==> src/rtl/arm_code_emitter_pkg.sv <==
// arm_code_emitter_pkg: emit kinds, flush FSM states and the immediate-patch helper
// shared by the ARM code emitter and its testbench.
package arm_code_emitter_pkg;

    localparam int CRAM_AW_DEFAULT = 10;

    typedef enum logic [1:0] {
        EMIT_K_WORD  = 2'b00,
        EMIT_K_IMM8  = 2'b01,
        EMIT_K_HI    = 2'b10,
        EMIT_K_IMM16 = 2'b11
    } emit_kind_e;

    typedef enum logic [1:0] {
        EMIT_RUN   = 2'b00,
        EMIT_FLUSH = 2'b01,
        EMIT_DONE  = 2'b10
    } emit_state_e;

    // IMM8 is a MOV with rotate 0; IMM16 scatters hi:lo into the MOVW imm4/imm12 fields.
    function automatic logic [31:0] emit_patch(input emit_kind_e kind, input logic [31:0] data,
                                               input logic [7:0] lo, input logic [7:0] hi);
        return kind == EMIT_K_IMM8  ? {data[31:12], 4'h0, lo} :
               kind == EMIT_K_IMM16 ? {data[31:20], hi[7:4], data[15:12], hi[3:0], lo} :
               data;
    endfunction

endpackage

==> src/rtl/arm_code_emitter_if.sv <==
// arm_code_emitter_if: sequencer emit path plus code RAM write port of the emitter.
interface arm_code_emitter_if #(parameter int CRAM_AW = 10);
    import arm_code_emitter_pkg::*;

    logic               in_valid;
    emit_kind_e         in_kind;
    logic [31:0]        in_data;
    logic [7:0]         in_byte;
    logic               flush;
    logic               waiting;
    logic               cram_we;
    logic [CRAM_AW-1:0] cram_adr;
    logic [31:0]        cram_wdata;
    logic               cram_ready;
    logic [CRAM_AW:0]   emit_count;
    logic               overflow;
    logic               flush_done;

    modport master (
        output in_valid, in_kind, in_data, in_byte, flush, cram_ready,
        input  waiting, cram_we, cram_adr, cram_wdata, emit_count, overflow, flush_done
    );

    modport slave (
        input  in_valid, in_kind, in_data, in_byte, flush, cram_ready,
        output waiting, cram_we, cram_adr, cram_wdata, emit_count, overflow, flush_done
    );

endinterface

==> src/rtl/emit_fifo.sv <==
// emit_fifo: power-of-two circular FIFO holding patched ARM words awaiting RAM commit.
module emit_fifo #(
    parameter int DEPTH = 4,
    parameter int WIDTH = 32
) (
    input  logic                   clk,
    input  logic                   reset,
    input  logic                   push,
    input  logic [WIDTH-1:0]       din,
    input  logic                   pop,
    output logic [WIDTH-1:0]       dout,
    output logic                   full,
    output logic                   empty,
    output logic [$clog2(DEPTH):0] count
);

    localparam int AW = $clog2(DEPTH);

    logic [WIDTH-1:0] mem [DEPTH];
    logic [AW-1:0]    rd_ptr, wr_ptr;
    logic             wr, rd;

    assign wr    = push && !full;
    assign rd    = pop && !empty;
    assign dout  = mem[rd_ptr];
    assign full  = count == (AW+1)'(DEPTH);
    assign empty = count == '0;

    always_ff @(posedge clk)
        if (wr) mem[wr_ptr] <= din;

    always_ff @(posedge clk or negedge reset)
        if (!reset) begin
            rd_ptr <= '0;
            wr_ptr <= '0;
            count  <= '0;
        end else begin
            if (wr) wr_ptr <= wr_ptr + AW'(1);
            if (rd) rd_ptr <= rd_ptr + AW'(1);
            count <= count + (AW+1)'(wr) - (AW+1)'(rd);
        end

endmodule

==> src/rtl/arm_code_emitter.sv <==
// arm_code_emitter: patches JVM immediates into ARM templates, buffers them and writes
// them sequentially into the code RAM, with flush handshake and sticky RAM-full overflow.
module arm_code_emitter
    import arm_code_emitter_pkg::*;
#(
    parameter int CRAM_AW    = CRAM_AW_DEFAULT,
    parameter int FIFO_DEPTH = 4,
    parameter int BASE_ADR   = 0
) (
    input logic                clk,
    input logic                reset,
    arm_code_emitter_if.slave  bus
);

    localparam int                 CW    = $clog2(FIFO_DEPTH) + 1;
    localparam logic [CRAM_AW-1:0] BASE  = CRAM_AW'(BASE_ADR);
    localparam logic [CRAM_AW-1:0] ONE_A = 1;
    localparam logic [CRAM_AW:0]   ONE_C = 1;

    emit_state_e   state;
    logic [7:0]    hi_byte;
    logic [31:0]   head, patched;
    logic [CW-1:0] fifo_count;
    logic          full, empty, accept, push, pop, commit;

    assign accept  = bus.in_valid && !bus.waiting;
    assign push    = accept && bus.in_kind != EMIT_K_HI && !full;
    assign patched = emit_patch(bus.in_kind, bus.in_data, bus.in_byte, hi_byte);
    assign commit  = bus.cram_we && bus.cram_ready;
    // After overflow the head is discarded every cycle so the sequencer never stalls.
    assign pop     = commit || (bus.overflow && !empty);

    assign bus.waiting    = fifo_count == CW'(FIFO_DEPTH) || state != EMIT_RUN;
    assign bus.cram_we    = !empty && !bus.overflow;
    assign bus.cram_wdata = head;
    assign bus.overflow   = bus.emit_count[CRAM_AW];

    emit_fifo #(.DEPTH(FIFO_DEPTH), .WIDTH(32)) u_fifo (
        .clk   (clk),
        .reset (reset),
        .push  (push),
        .din   (patched),
        .pop   (pop),
        .dout  (head),
        .full  (full),
        .empty (empty),
        .count (fifo_count)
    );

    // cram_adr stops on the last RAM word once the final commit sets overflow.
    always_ff @(posedge clk or negedge reset)
        if (!reset) begin
            state          <= EMIT_RUN;
            hi_byte        <= '0;
            bus.emit_count <= '0;
            bus.cram_adr   <= BASE;
            bus.flush_done <= 1'b0;
        end else begin
            state <= state == EMIT_RUN   ? (bus.flush ? EMIT_FLUSH : EMIT_RUN) :
                     state == EMIT_FLUSH ? (empty ? EMIT_DONE : EMIT_FLUSH) :
                     EMIT_RUN;
            hi_byte <= (state == EMIT_RUN && bus.flush) ? 8'h00 :
                       !accept                          ? hi_byte :
                       bus.in_kind == EMIT_K_HI         ? bus.in_byte :
                       bus.in_kind == EMIT_K_IMM16      ? 8'h00 :
                       hi_byte;
            bus.flush_done <= state == EMIT_FLUSH && empty;
            if (commit) bus.emit_count <= bus.emit_count + ONE_C;
            if (commit && bus.emit_count[CRAM_AW-1:0] != '1) bus.cram_adr <= bus.cram_adr + ONE_A;
        end

endmodule

==> src/flat_wrapper.sv <==
// flat-port wrapper written by rule: the top's interface ports become plain ports
module arm_code_emitter_flat import arm_code_emitter_pkg::*;
#(
    parameter int CRAM_AW    = CRAM_AW_DEFAULT,
    parameter int FIFO_DEPTH = 4,
    parameter int BASE_ADR   = 0
)
  (clk, reset, bus_in_valid, bus_in_kind, bus_in_data, bus_in_byte, bus_flush, bus_cram_ready, bus_waiting, bus_cram_we, bus_cram_adr, bus_cram_wdata, bus_emit_count, bus_overflow, bus_flush_done);
  arm_code_emitter_if #(.CRAM_AW(CRAM_AW)) bus_i ();
  input logic clk;
  input logic reset;
  input wire logic [$bits(bus_i.in_valid)-1:0] bus_in_valid;
  input wire logic [$bits(bus_i.in_kind)-1:0] bus_in_kind;
  input wire logic [$bits(bus_i.in_data)-1:0] bus_in_data;
  input wire logic [$bits(bus_i.in_byte)-1:0] bus_in_byte;
  input wire logic [$bits(bus_i.flush)-1:0] bus_flush;
  input wire logic [$bits(bus_i.cram_ready)-1:0] bus_cram_ready;
  output wire logic [$bits(bus_i.waiting)-1:0] bus_waiting;
  output wire logic [$bits(bus_i.cram_we)-1:0] bus_cram_we;
  output wire logic [$bits(bus_i.cram_adr)-1:0] bus_cram_adr;
  output wire logic [$bits(bus_i.cram_wdata)-1:0] bus_cram_wdata;
  output wire logic [$bits(bus_i.emit_count)-1:0] bus_emit_count;
  output wire logic [$bits(bus_i.overflow)-1:0] bus_overflow;
  output wire logic [$bits(bus_i.flush_done)-1:0] bus_flush_done;
  assign bus_i.in_valid = bus_in_valid;
  assign bus_i.in_kind = bus_in_kind;
  assign bus_i.in_data = bus_in_data;
  assign bus_i.in_byte = bus_in_byte;
  assign bus_i.flush = bus_flush;
  assign bus_i.cram_ready = bus_cram_ready;
  assign bus_waiting = bus_i.waiting;
  assign bus_cram_we = bus_i.cram_we;
  assign bus_cram_adr = bus_i.cram_adr;
  assign bus_cram_wdata = bus_i.cram_wdata;
  assign bus_emit_count = bus_i.emit_count;
  assign bus_overflow = bus_i.overflow;
  assign bus_flush_done = bus_i.flush_done;
  arm_code_emitter #(.CRAM_AW(CRAM_AW), .FIFO_DEPTH(FIFO_DEPTH), .BASE_ADR(BASE_ADR)) u_core (.clk(clk), .reset(reset), .bus(bus_i));
endmodule
==> config.mk <==
export PLATFORM = sky130hd
export DESIGN_NAME = arm_code_emitter_flat
export DESIGN_NICKNAME = d
export VERILOG_FILES = /design/src/rtl/arm_code_emitter_pkg.sv /design/src/rtl/arm_code_emitter_if.sv /design/src/rtl/emit_fifo.sv /design/src/rtl/arm_code_emitter.sv /design/src/flat_wrapper.sv
export SDC_FILE = /design/constraint.sdc
export NUM_CORES = 1
export LEC_CHECK = 0
export CORE_UTILIZATION = 38
export CTS_BUF_LIST = sky130_fd_sc_hd__clkbuf_8 sky130_fd_sc_hd__clkbuf_16
export DETAILED_ROUTE_END_ITERATION = 12
export PLACE_DENSITY = 0.59
export SYNTH_ARGS = -nofsm -noshare
export SYNTH_HDL_FRONTEND = slang
export SYNTH_SLANG_ARGS = --single-unit
==> constraint.sdc <==
create_clock -name clk -period 2.3 [get_ports clk]
set_input_delay 0.46 -clock clk [delete_from_list [all_inputs] [get_ports clk]]
set_output_delay 0.46 -clock clk [all_outputs]
set_load 0.05 [all_outputs]
## Yosys cells after proc, flatten, opt, wreduce, memory -nomap -nowiden

Memories as Yosys holds them, arrays and structs flattened.
Cells that the tools add are included.

- Muxes and demuxes: 12
- Reductions and logical operators: 23
- Eq/ne operators: 7
- Add/sub/neg operators: 6

Operators with widths:

| cell | number |
|---|---|
| 20-bit two-way mux | 2 |
| 8-bit two-way mux | 4 |
| 11-bit by 1-bit adder with 11-bit output (second input constant) | 1 |
| 1-bit logical AND | 11 |
| 10-bit by 1-bit adder with 10-bit output (second input constant) | 1 |
| 10-bit != test (second input constant) | 1 |
| 2-bit two-way mux | 3 |
| 2-bit by 1-bit adder with 2-bit output (second input constant) | 2 |
| 2-bit by 1-bit == test with 1-bit output (second input constant) | 2 |
| 2-bit == test (second input constant) | 2 |
| 1-bit zero test | 4 |
| 2-bit nonzero test | 2 |
| 3-bit by 1-bit adder with 3-bit output | 1 |
| 3-bit == test (second input constant) | 1 |
| 3-bit zero test | 1 |
| 1-bit two-way mux | 3 |
| 3-bit nonzero test | 1 |
| 3-bit by 1-bit subtractor with 3-bit output | 1 |
| 2-bit zero test | 1 |
| 1-bit logical OR | 2 |
| 2-bit != test (second input constant) | 1 |
| 2-bit AND reduction | 1 |

- Bits in registers: 39
- Memory bits (writable): 128
- Memories kept: 1
- Logic and storage cells: 57

Memories:

| name | words | bits a word | rd ports | clocked after memory_dff | write ports | RTL line | RTL |
|---|---|---|---|---|---|---|---|
| u_core.u_fifo.mem | 4 | 32 | 1 | 0 | 1 | emit_fifo.sv:19 | `logic [WIDTH-1:0] mem [DEPTH];` |

## Depth between registers and ports, before layout

- Word-level depth: 9
- Depth in mapped cells: 12
- Gate-level depth less buffers: 11

## By module

Synthesis repeated with hierarchy kept, for this count alone.

- Cells, all modules: 355
- Area total of the unflattened synthesis: 6801.5 µm²

By module, submodules not included:

| module | area an instance (µm²) | cells an instance | sequential area each (µm²) | instances |
|---|---|---|---|---|
| emit_fifo | 5138.7 | 209 | 4018.9 | 1 |
| arm_code_emitter | 1662.8 | 146 | 800.8 | 1 |

## Worst setup path before layout

No wires, ideal clock.

- Kind: input-to-reg
- Start: input bus_in_kind[0]
- End: register u_core.u_fifo.count[2]
- Arrival time: 2.243 ns
- Stages on the path: 12
- Setup slack: -0.069 ns
- Data required time: 2.174 ns
- Path through: clkbuf_1 > nand2b_1 > and3_1 > buf_2 > inv_1 > ha_1 > inv_1 > ha_1 > inv_1 > fa_1 > xnor2_1 > xnor2_1

- Cells in the longest elaborated chain, start to end: 6

RTL lines:

| item | RTL line | RTL |
|---|---|---|
| start: declaration | flat_wrapper.sv:13 | `input wire logic [$bits(bus_i.in_kind)-1:0] bus_in_kind;` |
| 2-bit != test | arm_code_emitter.sv:27 | `assign push = accept && bus.in_kind != EMIT_K_HI && !full;` |
| 1-bit logical AND (2 in series) | arm_code_emitter.sv:27 |  |
| 1-bit logical AND | emit_fifo.sv:23 | `assign wr = push && !full;` |
| 3-bit by 1-bit adder with 3-bit output | emit_fifo.sv:40 | `count <= count + (AW+1)'(wr) - (AW+1)'(rd);` |
| 3-bit by 1-bit subtractor with 3-bit output | emit_fifo.sv:40 |  |
| end signal: assignment | emit_fifo.sv:40 |  |
| end: declaration | emit_fifo.sv:14 | `output logic [$clog2(DEPTH):0] count` |

Every way passes these cells.
A chain may end at the register's enable or synchronous reset.

## Worst setup path in the final report

- Start: register u_core.u_fifo.rd_ptr[0]
- End: output bus_cram_wdata[17]

- Cells in the longest elaborated chain, start to end: 1

RTL lines:

| item | RTL line | RTL |
|---|---|---|
| start: declaration | emit_fifo.sv:20 | `logic [AW-1:0] rd_ptr, wr_ptr;` |
| start signal: assignment | emit_fifo.sv:39 | `if (rd) rd_ptr <= rd_ptr + AW'(1);` |
| memory 4 x 32 bit | - |  |
| end: declaration | flat_wrapper.sv:21 | `output wire logic [$bits(bus_i.cram_wdata)-1:0] bus_cram_wdata;` |

Every way passes these cells.

==> reports/metrics.cfg <==
[critical_path]
crit_family = multiplexers
critical_path_buf_inv_count = 2
cp_data_required_time_ns = 1.84
end_kind = output port
reg2reg_slack_ns = 0.11
worstPathCellList = buf_12, mux4_2, buf_12
crit_slowest_cell = mux4_2
critical_path_class = flip-flop to output port
cp_max_fo = 14
cpMostUsedCell = buf_12
max_stage_delay_ns = 0.56
arrival_ns = 1.81
start_kind = flip-flop

[power]
power_leakage_nw = 3.25
powerDensity_nw_per_um2 = 1350
peakVddDrop_mv = 1.06

[timing]
setup_ws_ns = 0.0313
timing.fmax_ghz = 0.441
setup-violations-final = 0
fin_worst_skew_ns = 0.00464
finalHoldViolCount = 0
fin_crit_ns = 2.27
slew_headroom_pct = 41.9
worst_pin_slew_ns = 0.871
slew_violations = 0
post-route-period-util_pct = 98.6
setup_tns_ns = 0
rsz0062_at_grt = true

[global_routing]
grt_overflow = 0
grt_usage_pct = 15.7
grt_pass1_wl_um = 21100
grt_max_degree = 40
antenna_found_initial = 1
grt_pass1_vias = 3955

[clock_tree]
clkTransAtPathRegs_ns = 0.06
h-tree-depth = 4
cts_root_buf = clkbuf_16
cts_buffers = 17
cts_buffer_depth = 2
clkSinkCount = 167
clk-insertion-delay-late_ns = 0.41
cts_tree = built

[yosys]
synth_top_area_share_pct = 57.3
synth_top_area_cell = edfxtp_1
netlist_area_um2 = 6710
synthCells = 364
synthArstFlopShare_pct = 23.4
synthAdderAreaFrac_pct = 1.79
synth_simple_gate_area_share_pct = 6.79
synth_xor_area_share_pct = 3.00
ys_seq_area_share_pct = 71.8
ys_warn_count = 0
synth_area_per_cell_um2 = 18.4
synth_seq_cells = 167
ys.flop_type = edfxtp_1
synth.net_count = 420
synth_top_family_by_area = multiplexers
synth_compound_area_share_pct = 1.64
muxShareOfSynthArea_pct = 13.1
synthTopCellsByArea = edfxtp_1, dfrtp_1, mux4_2
synth_cell_types = 35
synth_edf_count = 128

[place]
place_inst = 698
routabilityCongestion = 0.777
port_buffers = 103
place_hpwl_um = 8430
place_ws_ns = -0.286

[floorplan]
io_pins = 104
start_util_pct = 38.8
dieHeight_um = 135
dieWidth_um = 135
die_area_um2 = 18200
fp-row-count = 48
coreArea_um2 = 17300

[run_status]
status = completed

[drt]
dr_total_vias = 3667
drcViolationCount = 0
ant_nets = 0
totalWireLength_um = 13500
wl_per_cell_um = 18.4
via_per_inst = 4.98
dr.pass1.iters = 4
drtIter0Drc = 186

[final_layout]
post-route-util_pct = 52.2
area_growth_pct = 34.5
final_nets = 555
antenna_cells = 0
stdcell_count = 737
drive_gt1_share_pct = 31.4

[job]
drv_cap = 0

[worst_hold_path]
hold_path.class = primary input to async pin

==> what timing repair did <==
item,in CTS,in global routing
gates cloned,0,1
pin swaps,2,7
setup buffers,4,2
setup endpoints to repair,19,28
hold endpoints to repair,0,0
hold buffers,0,0
gates resized for setup,13,21
==> worst register-to-register path, delay by kind of cell, from the launching register on <==
kind | cells | cell delay (ns)
adders and majority gates | 3 | 0.72
DFF | 1 | 0.39
xor gates and xnor gates | 2 | 0.32
and+or+nand+nor | 2 | 0.30
AOI/OAI and AO/OA | 1 | 0.24
buffers and inverters | 3 | 0.14
==> worst paths after layout <==
path | startpoint | to | cells past startpoint
min | reset | u_core.bus.cram_adr[8] | 1
min reg2reg | u_core.bus.cram_adr[9] | u_core.bus.cram_adr[9] | 1
max reg2reg | u_core.u_fifo.count[1] | u_core.u_fifo.count[2] | 11
max | u_core.u_fifo.rd_ptr[0] | bus_cram_wdata[17] | 3
min in group clk | u_core.bus.cram_adr[9] | u_core.bus.cram_adr[9] | 1
max in group asynchronous | reset | u_core.u_fifo.rd_ptr[0] | 1
==> cell usage in the layout (no fill, tap or decap), drive strengths merged, types with 9 or more instances in the layout <==
| cell | synthesis | final |
|---|---|---|
| dfrtp | 39 | 39 |
| xnor2 | 9 | 9 |
| nand2b | 10 | 10 |
| edfxtp | 128 | 128 |
| buf | 9 | 63 |
| clkdlybuf4s50 | 0 | 68 |
| inv | 11 | 15 |
| nand2 | 13 | 13 |
| mux2 | 14 | 14 |
| xor2 | 14 | 14 |
| mux4 | 32 | 32 |
| clkbuf | 7 | 18 |
==> cell usage after synthesis (3+ instances only) <==
cell type,count
nand3_1,8
xor2_1,14
and2_1,4
nand3b_1,8
clkbuf_1,7
nor3_1,7
buf_2,5
ha_1,8
and3_1,3
dfrtp_1,39
nor2_1,7
inv_1,11
nand2_1,13
edfxtp_1,128
a21oi_1,8
nand4_1,4
nand2b_1,10
mux4_2,32
o21ai_0,4
mux2_2,14
buf_4,3
xnor2_1,9
==> registers in the layout, summed over array words and instances (netlist names) <==
| signal | count |
|---|---|
| u_core.state | 2 |
| u_core.u_fifo.wr_ptr | 2 |
| u_core.hi_byte | 8 |
| u_core.u_fifo.rd_ptr | 2 |
| u_core.u_fifo.count | 3 |
| u_core.bus.emit_count | 11 |
| u_core.u_fifo.mem | 128 |
| u_core.bus.cram_adr | 10 |
| u_core.bus.flush_done | 1 |
==> power by group <==
part	internal, mW	switching [mW]
Sequential	3.72	0.384
Clock	1.60	1.15
Combinational	2.30	3.05
Total	7.62	4.59
==> stage by stage <==
step / cell area (µm²) / power, mW / hold WS, ns
finish: 9030 / 12.2 / 0.160
global route: 9030 / 12.8 / 0.219
CTS: 8900 / 12.1 / 0.186
detailed placement: 8240 / 9.15 / 0.463
global placement: 8240 / 9.10 / 0.462
floorplan: 6720 / 7.33 / 0.164
==> logic make-up after synthesis <==
| logic type | Yosys count |
|---|---|
| adders and majority gates | 9 |
| buffers and inverters | 27 |
| xor gates and xnor gates | 23 |
| muxes | 46 |
| DFF | 167 |
| AOI/OAI and AO/OA | 16 |
| and+or+nand+nor | 76 |
==> layout make-up <==
cell class | count | area (µm²)
clock buffer | 17 | 425
clock inverter | 15 | 154
fill | 1429 | 8270
inverter | 11 | 41.3
multi-input combinational | 170 | 1830
sequential | 167 | 4820
tap | 225 | 282
timing repair buffer | 132 | 1480
==> routing by layer <==
layer	vias to the layer above	global-route usage, %	part of all wire (%)	routed length (µm)
met2	98	26.1	50	6770
met5	-	0	0.089	12
met4	2	4.74	0.81	110
li1	1678	-	-	-
met1	1877	19.9	43	5860
met3	12	4.62	5.7	774
No activity file was read; power rests on OpenSTA's default activity.
